`config.mk`:
```
export PLATFORM = sky130hd
export DESIGN_NAME = picorv32_pcpi_initiator
export DESIGN_NICKNAME = d
export VERILOG_FILES = /design/src/rtl/picorv32_pcpi_initiator.sv
export SDC_FILE = /design/constraint.sdc
export NUM_CORES = 1
export LEC_CHECK = 0
export BUFFER_PORTS_ARGS = -buffer_cell sky130_fd_sc_hd__buf_2
export CAP_MARGIN = 10
export CELL_PAD_IN_SITES_DETAIL_PLACEMENT = 0
export CELL_PAD_IN_SITES_GLOBAL_PLACEMENT = 1
export CORE_MARGIN = 1
export CORE_UTILIZATION = 35
export CTS_CLUSTER_SIZE = 8
export DETAILED_ROUTE_END_ITERATION = 7
export PLACE_DENSITY = 0.88
export SYNTH_ARGS = -nofsm -noshare
export SYNTH_HDL_FRONTEND = slang
export SYNTH_SLANG_ARGS = --single-unit
```
`constraint.sdc`:
```
create_clock -name clk -period 2 [get_ports clk]
set_input_delay 0.2 -clock clk [delete_from_list [all_inputs] [get_ports clk]]
set_output_delay 0.2 -clock clk [all_outputs]
set_load 0.1 [all_outputs]
```
`src/rtl/picorv32_pcpi_initiator.sv`:
```
// Core-side PCPI initiator: takes one request from a host valid/ready port, drives the
// PCPI strobe with a no-wait timeout, and holds the result on a response port.
// Optional completion counters are enabled with `define PCPI_INIT_STATS_EN.
// Host handshakes: a transfer happens on a rising clk edge where valid && ready are both 1.
// A valid side holds its payload stable until that edge.
module picorv32_pcpi_initiator #(
    parameter int TIMEOUT = 16
) (
    input  logic        clk,
    input  logic        resetn,
    input  logic        req_valid,
    output logic        req_ready,
    input  logic [31:0] req_insn,
    input  logic [31:0] req_rs1,
    input  logic [31:0] req_rs2,
    output logic        resp_valid,
    input  logic        resp_ready,
    output logic [31:0] resp_rd,
    output logic        resp_wr,
    output logic        resp_timeout,
    output logic        pcpi_valid,
    output logic [31:0] pcpi_insn,
    output logic [31:0] pcpi_rs1,
    output logic [31:0] pcpi_rs2,
    input  logic        pcpi_wr,
    input  logic [31:0] pcpi_rd,
    input  logic        pcpi_wait,
    input  logic        pcpi_ready
`ifdef PCPI_INIT_STATS_EN
    ,
    output logic [31:0] stat_done,
    output logic [31:0] stat_timeout
`endif
);

    localparam int CW = $clog2(TIMEOUT) + 1;
    localparam logic [CW-1:0] CNT_LAST = CW'(TIMEOUT - 1);

    localparam logic [1:0] ST_IDLE  = 2'd0;
    localparam logic [1:0] ST_ISSUE = 2'd1;
    localparam logic [1:0] ST_RESP  = 2'd2;

    logic [1:0]    state_q, state_d;
    logic [CW-1:0] cnt_q, cnt_d;
    logic          pcpi_valid_q, pcpi_valid_d;
    logic [31:0]   pcpi_insn_q, pcpi_insn_d;
    logic [31:0]   pcpi_rs1_q, pcpi_rs1_d;
    logic [31:0]   pcpi_rs2_q, pcpi_rs2_d;
    logic          resp_valid_q, resp_valid_d;
    logic [31:0]   resp_rd_q, resp_rd_d;
    logic          resp_wr_q, resp_wr_d;
    logic          resp_timeout_q, resp_timeout_d;
    logic          done_evt, tmo_evt;

    always_comb begin
        state_d        = state_q;
        cnt_d          = cnt_q;
        pcpi_valid_d   = pcpi_valid_q;
        pcpi_insn_d    = pcpi_insn_q;
        pcpi_rs1_d     = pcpi_rs1_q;
        pcpi_rs2_d     = pcpi_rs2_q;
        resp_valid_d   = resp_valid_q;
        resp_rd_d      = resp_rd_q;
        resp_wr_d      = resp_wr_q;
        resp_timeout_d = resp_timeout_q;
        done_evt       = 1'b0;
        tmo_evt        = 1'b0;

        case (state_q)
            ST_IDLE: begin
                if (req_valid) begin
                    pcpi_insn_d  = req_insn;
                    pcpi_rs1_d   = req_rs1;
                    pcpi_rs2_d   = req_rs2;
                    pcpi_valid_d = 1'b1;
                    cnt_d        = '0;
                    state_d      = ST_ISSUE;
                end
            end
            ST_ISSUE: begin
                // A ready on the timeout cycle still counts as a successful completion.
                if (pcpi_ready) begin
                    pcpi_valid_d   = 1'b0;
                    resp_rd_d      = pcpi_rd;
                    resp_wr_d      = pcpi_wr;
                    resp_timeout_d = 1'b0;
                    resp_valid_d   = 1'b1;
                    done_evt       = 1'b1;
                    state_d        = ST_RESP;
                end else if (pcpi_wait) begin
                    cnt_d = '0;
                end else if (cnt_q == CNT_LAST) begin
                    pcpi_valid_d   = 1'b0;
                    resp_rd_d      = '0;
                    resp_wr_d      = 1'b0;
                    resp_timeout_d = 1'b1;
                    resp_valid_d   = 1'b1;
                    tmo_evt        = 1'b1;
                    state_d        = ST_RESP;
                end else begin
                    cnt_d = cnt_q + CW'(1);
                end
            end
            ST_RESP: begin
                if (resp_ready) begin
                    resp_valid_d = 1'b0;
                    state_d      = ST_IDLE;
                end
            end
            default: begin
                pcpi_valid_d = 1'b0;
                resp_valid_d = 1'b0;
                state_d      = ST_IDLE;
            end
        endcase
    end

    always_ff @(posedge clk or negedge resetn) begin
        if (!resetn) begin
            state_q        <= ST_IDLE;
            cnt_q          <= '0;
            pcpi_valid_q   <= 1'b0;
            pcpi_insn_q    <= '0;
            pcpi_rs1_q     <= '0;
            pcpi_rs2_q     <= '0;
            resp_valid_q   <= 1'b0;
            resp_rd_q      <= '0;
            resp_wr_q      <= 1'b0;
            resp_timeout_q <= 1'b0;
        end else begin
            state_q        <= state_d;
            cnt_q          <= cnt_d;
            pcpi_valid_q   <= pcpi_valid_d;
            pcpi_insn_q    <= pcpi_insn_d;
            pcpi_rs1_q     <= pcpi_rs1_d;
            pcpi_rs2_q     <= pcpi_rs2_d;
            resp_valid_q   <= resp_valid_d;
            resp_rd_q      <= resp_rd_d;
            resp_wr_q      <= resp_wr_d;
            resp_timeout_q <= resp_timeout_d;
        end
    end

    assign req_ready    = (state_q == ST_IDLE);
    assign resp_valid   = resp_valid_q;
    assign resp_rd      = resp_rd_q;
    assign resp_wr      = resp_wr_q;
    assign resp_timeout = resp_timeout_q;
    assign pcpi_valid   = pcpi_valid_q;
    assign pcpi_insn    = pcpi_insn_q;
    assign pcpi_rs1     = pcpi_rs1_q;
    assign pcpi_rs2     = pcpi_rs2_q;

`ifdef PCPI_INIT_STATS_EN
    logic [31:0] stat_done_q, stat_done_d;
    logic [31:0] stat_timeout_q, stat_timeout_d;

    // Counters wrap naturally at 2^32.
    always_comb begin
        stat_done_d    = stat_done_q + {31'd0, done_evt};
        stat_timeout_d = stat_timeout_q + {31'd0, tmo_evt};
    end

    always_ff @(posedge clk or negedge resetn) begin
        if (!resetn) begin
            stat_done_q    <= '0;
            stat_timeout_q <= '0;
        end else begin
            stat_done_q    <= stat_done_d;
            stat_timeout_q <= stat_timeout_d;
        end
    end

    assign stat_done    = stat_done_q;
    assign stat_timeout = stat_timeout_q;
`else
    logic unused_evt;
    assign unused_evt = done_evt ^ tmo_evt;
`endif

endmodule

```
==> impl_metrics.sql <==
INSERT INTO impl_metrics (metric_group, metric, value, unit) VALUES
('logic_synthesis', 'post_synth.cell_area_avg', '15.9', 'um2'),
('cts', 'clockRootBuffer', 'sky130_fd_sc_hd__clkbuf_16', ''),
('floorplan', 'fp.dieH', '124', 'um'),
('floorplan', 'initial_core_util', '0.357', ''),
('logic_synthesis', 'synth.ff_latch_count', '139', ''),
('place', 'detailedPlace.worstSlack', '206', 'ps'),
('timing', 'actual_slew_at_the_worst_max_slew_pin', '509', 'ps'),
('critical_path', 'critPathCaptureType', 'flop', ''),
('timing', 'maxSlewViolCount', '0', ''),
('finish', 'nFillCells', '1214', ''),
('logic_synthesis', 'synthesis.area', '5170', 'um2'),
('timing', 'grt_setup_unrepaired', 'no', ''),
('critical_path', 'cp_data_required_time', '2340', 'ps'),
('finish', 'area.growth.synth_to_final', '48.4', '%'),
('detailed_routing', 'first_pass_iters', '8', ''),
('logic_synthesis', 'ys_types', '26', ''),
('critical_path', 'worstSetupStartpointType', 'flop', ''),
('place', 'gpl_congestion', '0.751', ''),
('cts', 'cts_setup_buffers', '0', ''),
('place', 'post-place-cells', '768', ''),
('detailed_routing', 'routed-via-count', '3833', ''),
('timing', 'final_hold_viol_count', '0', ''),
('detailed_routing', 'route.detailed.drc', '1', ''),
('floorplan', 'placeableCoreArea', '14500', 'um2'),
('floorplan', 'die-width', '124', 'um'),
('logic_synthesis', 'yosys.area.top_type_share', '0.672', ''),
('global_routing', 'grt_remaining_overflow', '0', ''),
('global_routing', 'grt_antenna_before_repair', '0', ''),
('critical_path', 'worstPathArrival', '2150', 'ps'),
('global_routing', 'global_route_wire_length_before_repair', '18.5', 'mm'),
('run', 'max-cap-violations', '0', ''),
('cts', 'clock_sink_count', '139', ''),
('global_routing', 'pin_count_of_the_biggest_net_entering_global_routing', '74', ''),
('detailed_routing', 'first_iter_violations', '102', ''),
('global_routing', 'gr-usage-all-layers', '0.160', ''),
('critical_path', 'worstPathCellList', 'ha_1 > and3_1 > ha_1 > nand2b_1 > nand2_1 > nand2_1 > buf_12 > a22o_1', ''),
('critical_path', 'cp_max_fo', '34', ''),
('detailed_routing', 'routed_wirelength', '12.3', 'mm'),
('timing', 'slew-limit-headroom', '0.663', ''),
('critical_path', 'crit_path_max_incr_delay', '410', 'ps'),
('logic_synthesis', 'synth_sequential_area_ratio', '0.672', ''),
('timing', 'fin_skew', '6.51', 'ps'),
('finish', 'n_antenna_cell', '0', ''),
('outcome', 'run_status', 'finished with violations', ''),
('finish', 'post_layout_nonfiller_instances', '833', ''),
('cts', 'clk_transition_reported_paths', '60', 'ps'),
('critical_path', 'worst_setup_path_type', 'flop to flop', ''),
('floorplan', 'placement_rows', '44', ''),
('finish', 'finish.net_count', '774', ''),
('logic_synthesis', 'synth.area.top_cells', 'sky130_fd_sc_hd__dfrtp_1 67%, sky130_fd_sc_hd__mux2_2 14%, sky130_fd_sc_hd__mux2_1 6.5%, sky130_fd_sc_hd__a22o_1 5.8%, sky130_fd_sc_hd__buf_2 0.68%', ''),
('logic_synthesis', 'netlist_instances', '326', ''),
('min_path', 'hold_path_class', 'input pin to flop', ''),
('place', 'place_hpwl', '8.70', 'mm'),
('timing', 'highest_clock_rate', '0.553', 'GHz'),
('cts', 'cts-htree-levels', '4', ''),
('timing', 'finalCritPeriodShare', '0.904', ''),
('cts', 'cts_made_buffers', '17', ''),
('timing', 'setup_viol', '0', ''),
('global_routing', 'number_of_global_route_vias_before_repair', '3874', ''),
('cts', 'clockBufferDepth', '2', ''),
('place', 'placement.io_buffers', '267', ''),
('cts', 'cts_tree', 'done', ''),
('logic_synthesis', 'synth_top_cell_by_area', 'sky130_fd_sc_hd__dfrtp_1', ''),
('floorplan', 'die_area', '15300', 'um2'),
('timing', 'totalNegativeSetupSlack', '0', 'ps'),
('logic_synthesis', 'mappedNetlistNets', '463', ''),
('timing', 'finalWorstSetupSlack', '191', 'ps'),
('outcome', 'violations', 'DRC', ''),
('logic_synthesis', 'synth_top_flop_cell', 'sky130_fd_sc_hd__dfrtp_1', ''),
('detailed_routing', 'avgRoutedWirePerCell', '14.7', 'um'),
('detailed_routing', 'post_route_ant_nets', '0', ''),
('logic_synthesis', 'number_of_enable_flip_flop_cells_after_synthesis', '0', ''),
('timing', 'period_minus_slack', '1810', 'ps'),
('cts', 'worst_skew_pair.late_latency', '400', 'ps'),
('finish', 'post_route_cells_drive_above_1_share', '0.572', ''),
('logic_synthesis', 'yosys_warnings', '0', ''),
('floorplan', 'boundaryPins', '268', ''),
('logic_synthesis', 'synth-async-reset-ratio', '1.00', ''),
('critical_path', 'critical_path.slowest_cell', 'sky130_fd_sc_hd__dfrtp_1', ''),
('detailed_routing', 'avgViaCountPerCell', '4.60', '');
==> critical path: cells and delay by family, from the launching register on <==
kind                     cells  cell delay [ps]
AND/OR/NAND/NOR              4              520
adder cells (fa/ha/maj)      2              430
flip-flops                   1              410
buffers and inverters        1              190
AO/OA/AOI/OAI                1              180
==> through the flow <==
step                hold slack [ps]  cell area (um2)   util
finish                         22.4             7680  0.530
CTS                            3.43             7680  0.530
global placement                110             6770  0.468
global route                   3.94             7680  0.530
floorplan                     -95.6             5170      -
detailed placement              123             6770  0.468
==> worst paths after layout <==
check / from / endpoint / slack, ps / depth (start not counted)
min in group asynchronous: resetn / pcpi_insn[20]$_DFFE_PN0P_ / 260 / 2
setup / recovery: cnt_q[0]$_DFFE_PN0P_ / resp_rd[10]$_DFFE_PN0P_ / 190 / 8
hold reg to reg: pcpi_rs1[13]$_DFFE_PN0P_ / pcpi_rs1[13]$_DFFE_PN0P_ / 480 / 1
setup reg to reg: cnt_q[0]$_DFFE_PN0P_ / resp_rd[10]$_DFFE_PN0P_ / 190 / 8
hold / removal: req_rs2[29] / pcpi_rs2[29]$_DFFE_PN0P_ / 20 / 2
max in group asynchronous: resetn / cnt_q[3]$_DFFE_PN0P_ / 1020 / 3
==> cell usage in the layout (no fill, tap or decap), types with 2 or more instances in the layout <==
| master | count |
|---|---|
| sky130_fd_sc_hd__clkinv_2 | 3 |
| sky130_fd_sc_hd__clkbuf_8 | 5 |
| sky130_fd_sc_hd__buf_4 | 4 |
| sky130_fd_sc_hd__dfrtp_1 | 139 |
| sky130_fd_sc_hd__dlygate4sd3_1 | 34 |
| sky130_fd_sc_hd__clkbuf_16 | 17 |
| sky130_fd_sc_hd__a21oi_1 | 3 |
| sky130_fd_sc_hd__mux2_1 | 30 |
| sky130_fd_sc_hd__buf_12 | 4 |
| sky130_fd_sc_hd__nor2_1 | 6 |
| sky130_fd_sc_hd__ha_1 | 2 |
| sky130_fd_sc_hd__a22o_1 | 34 |
| sky130_fd_sc_hd__mux2_2 | 66 |
| sky130_fd_sc_hd__nand2b_1 | 2 |
| sky130_fd_sc_hd__inv_1 | 6 |
| sky130_fd_sc_hd__clkbuf_1 | 3 |
| sky130_fd_sc_hd__nand2_1 | 5 |
| sky130_fd_sc_hd__o21ai_0 | 4 |
| sky130_fd_sc_hd__buf_2 | 266 |
==> layout make-up <==
class | instances | area, um2 | share of cell area
tap | 184 | 230 | 0.0300
inverter | 6 | 22.5 | 0.00293
timing repair buffer | 309 | 1790 | 0.234
multi-input combinational | 164 | 1590 | 0.207
clock inverter | 6 | 61.3 | 0.00799
sequential | 139 | 3480 | 0.453
clock buffer | 25 | 505 | 0.0658
==> registers in the layout, indices dropped and copies added (netlist names), 2 cells and up <==
signal / flops
resp_rd: 32
cnt_q: 5
pcpi_rs2: 32
pcpi_rs1: 32
pcpi_insn: 32
state_q: 2
==> cell usage after synthesis, types with 2 or more instances <==
| library cell | n |
|---|---|
| sky130_fd_sc_hd__a21oi_1 | 3 |
| sky130_fd_sc_hd__a22o_1 | 34 |
| sky130_fd_sc_hd__buf_2 | 7 |
| sky130_fd_sc_hd__buf_4 | 4 |
| sky130_fd_sc_hd__clkbuf_1 | 6 |
| sky130_fd_sc_hd__dfrtp_1 | 139 |
| sky130_fd_sc_hd__ha_1 | 2 |
| sky130_fd_sc_hd__inv_1 | 6 |
| sky130_fd_sc_hd__mux2_1 | 30 |
| sky130_fd_sc_hd__mux2_2 | 66 |
| sky130_fd_sc_hd__nand2_1 | 5 |
| sky130_fd_sc_hd__nand2b_1 | 2 |
| sky130_fd_sc_hd__nor2_1 | 6 |
| sky130_fd_sc_hd__o21ai_0 | 4 |
==> timing repair <==
| action | CTS | global route |
|---|---|---|
| gates resized for setup | 0 | 0 |
| hold buffers | 34 | 0 |
| endpoints found under the hold margin | 69 | 0 |
==> routing by layer <==
layer  wire length, um  global-route usage  vias up
li1                  -                   -     1806
met3               797              0.0531        8
met2              6490               0.284      151
met1              4850               0.175     1868
met5                 0                   0        -
met4               112              0.0610        0
==> cells by family after synthesis <==
kind of cell | share of synthesized area
adder cells (fa/ha/maj) | 0.00483
buffers and inverters | 0.0213
XOR/XNOR | 0.00169
AND/OR/NAND/NOR | 0.0213
multiplexers | 0.209
AO/OA/AOI/OAI | 0.0699
flip-flops | 0.672
Power is not shown: default switching activity piles up to over one toggle a cycle in this logic, so the estimate is an artifact.
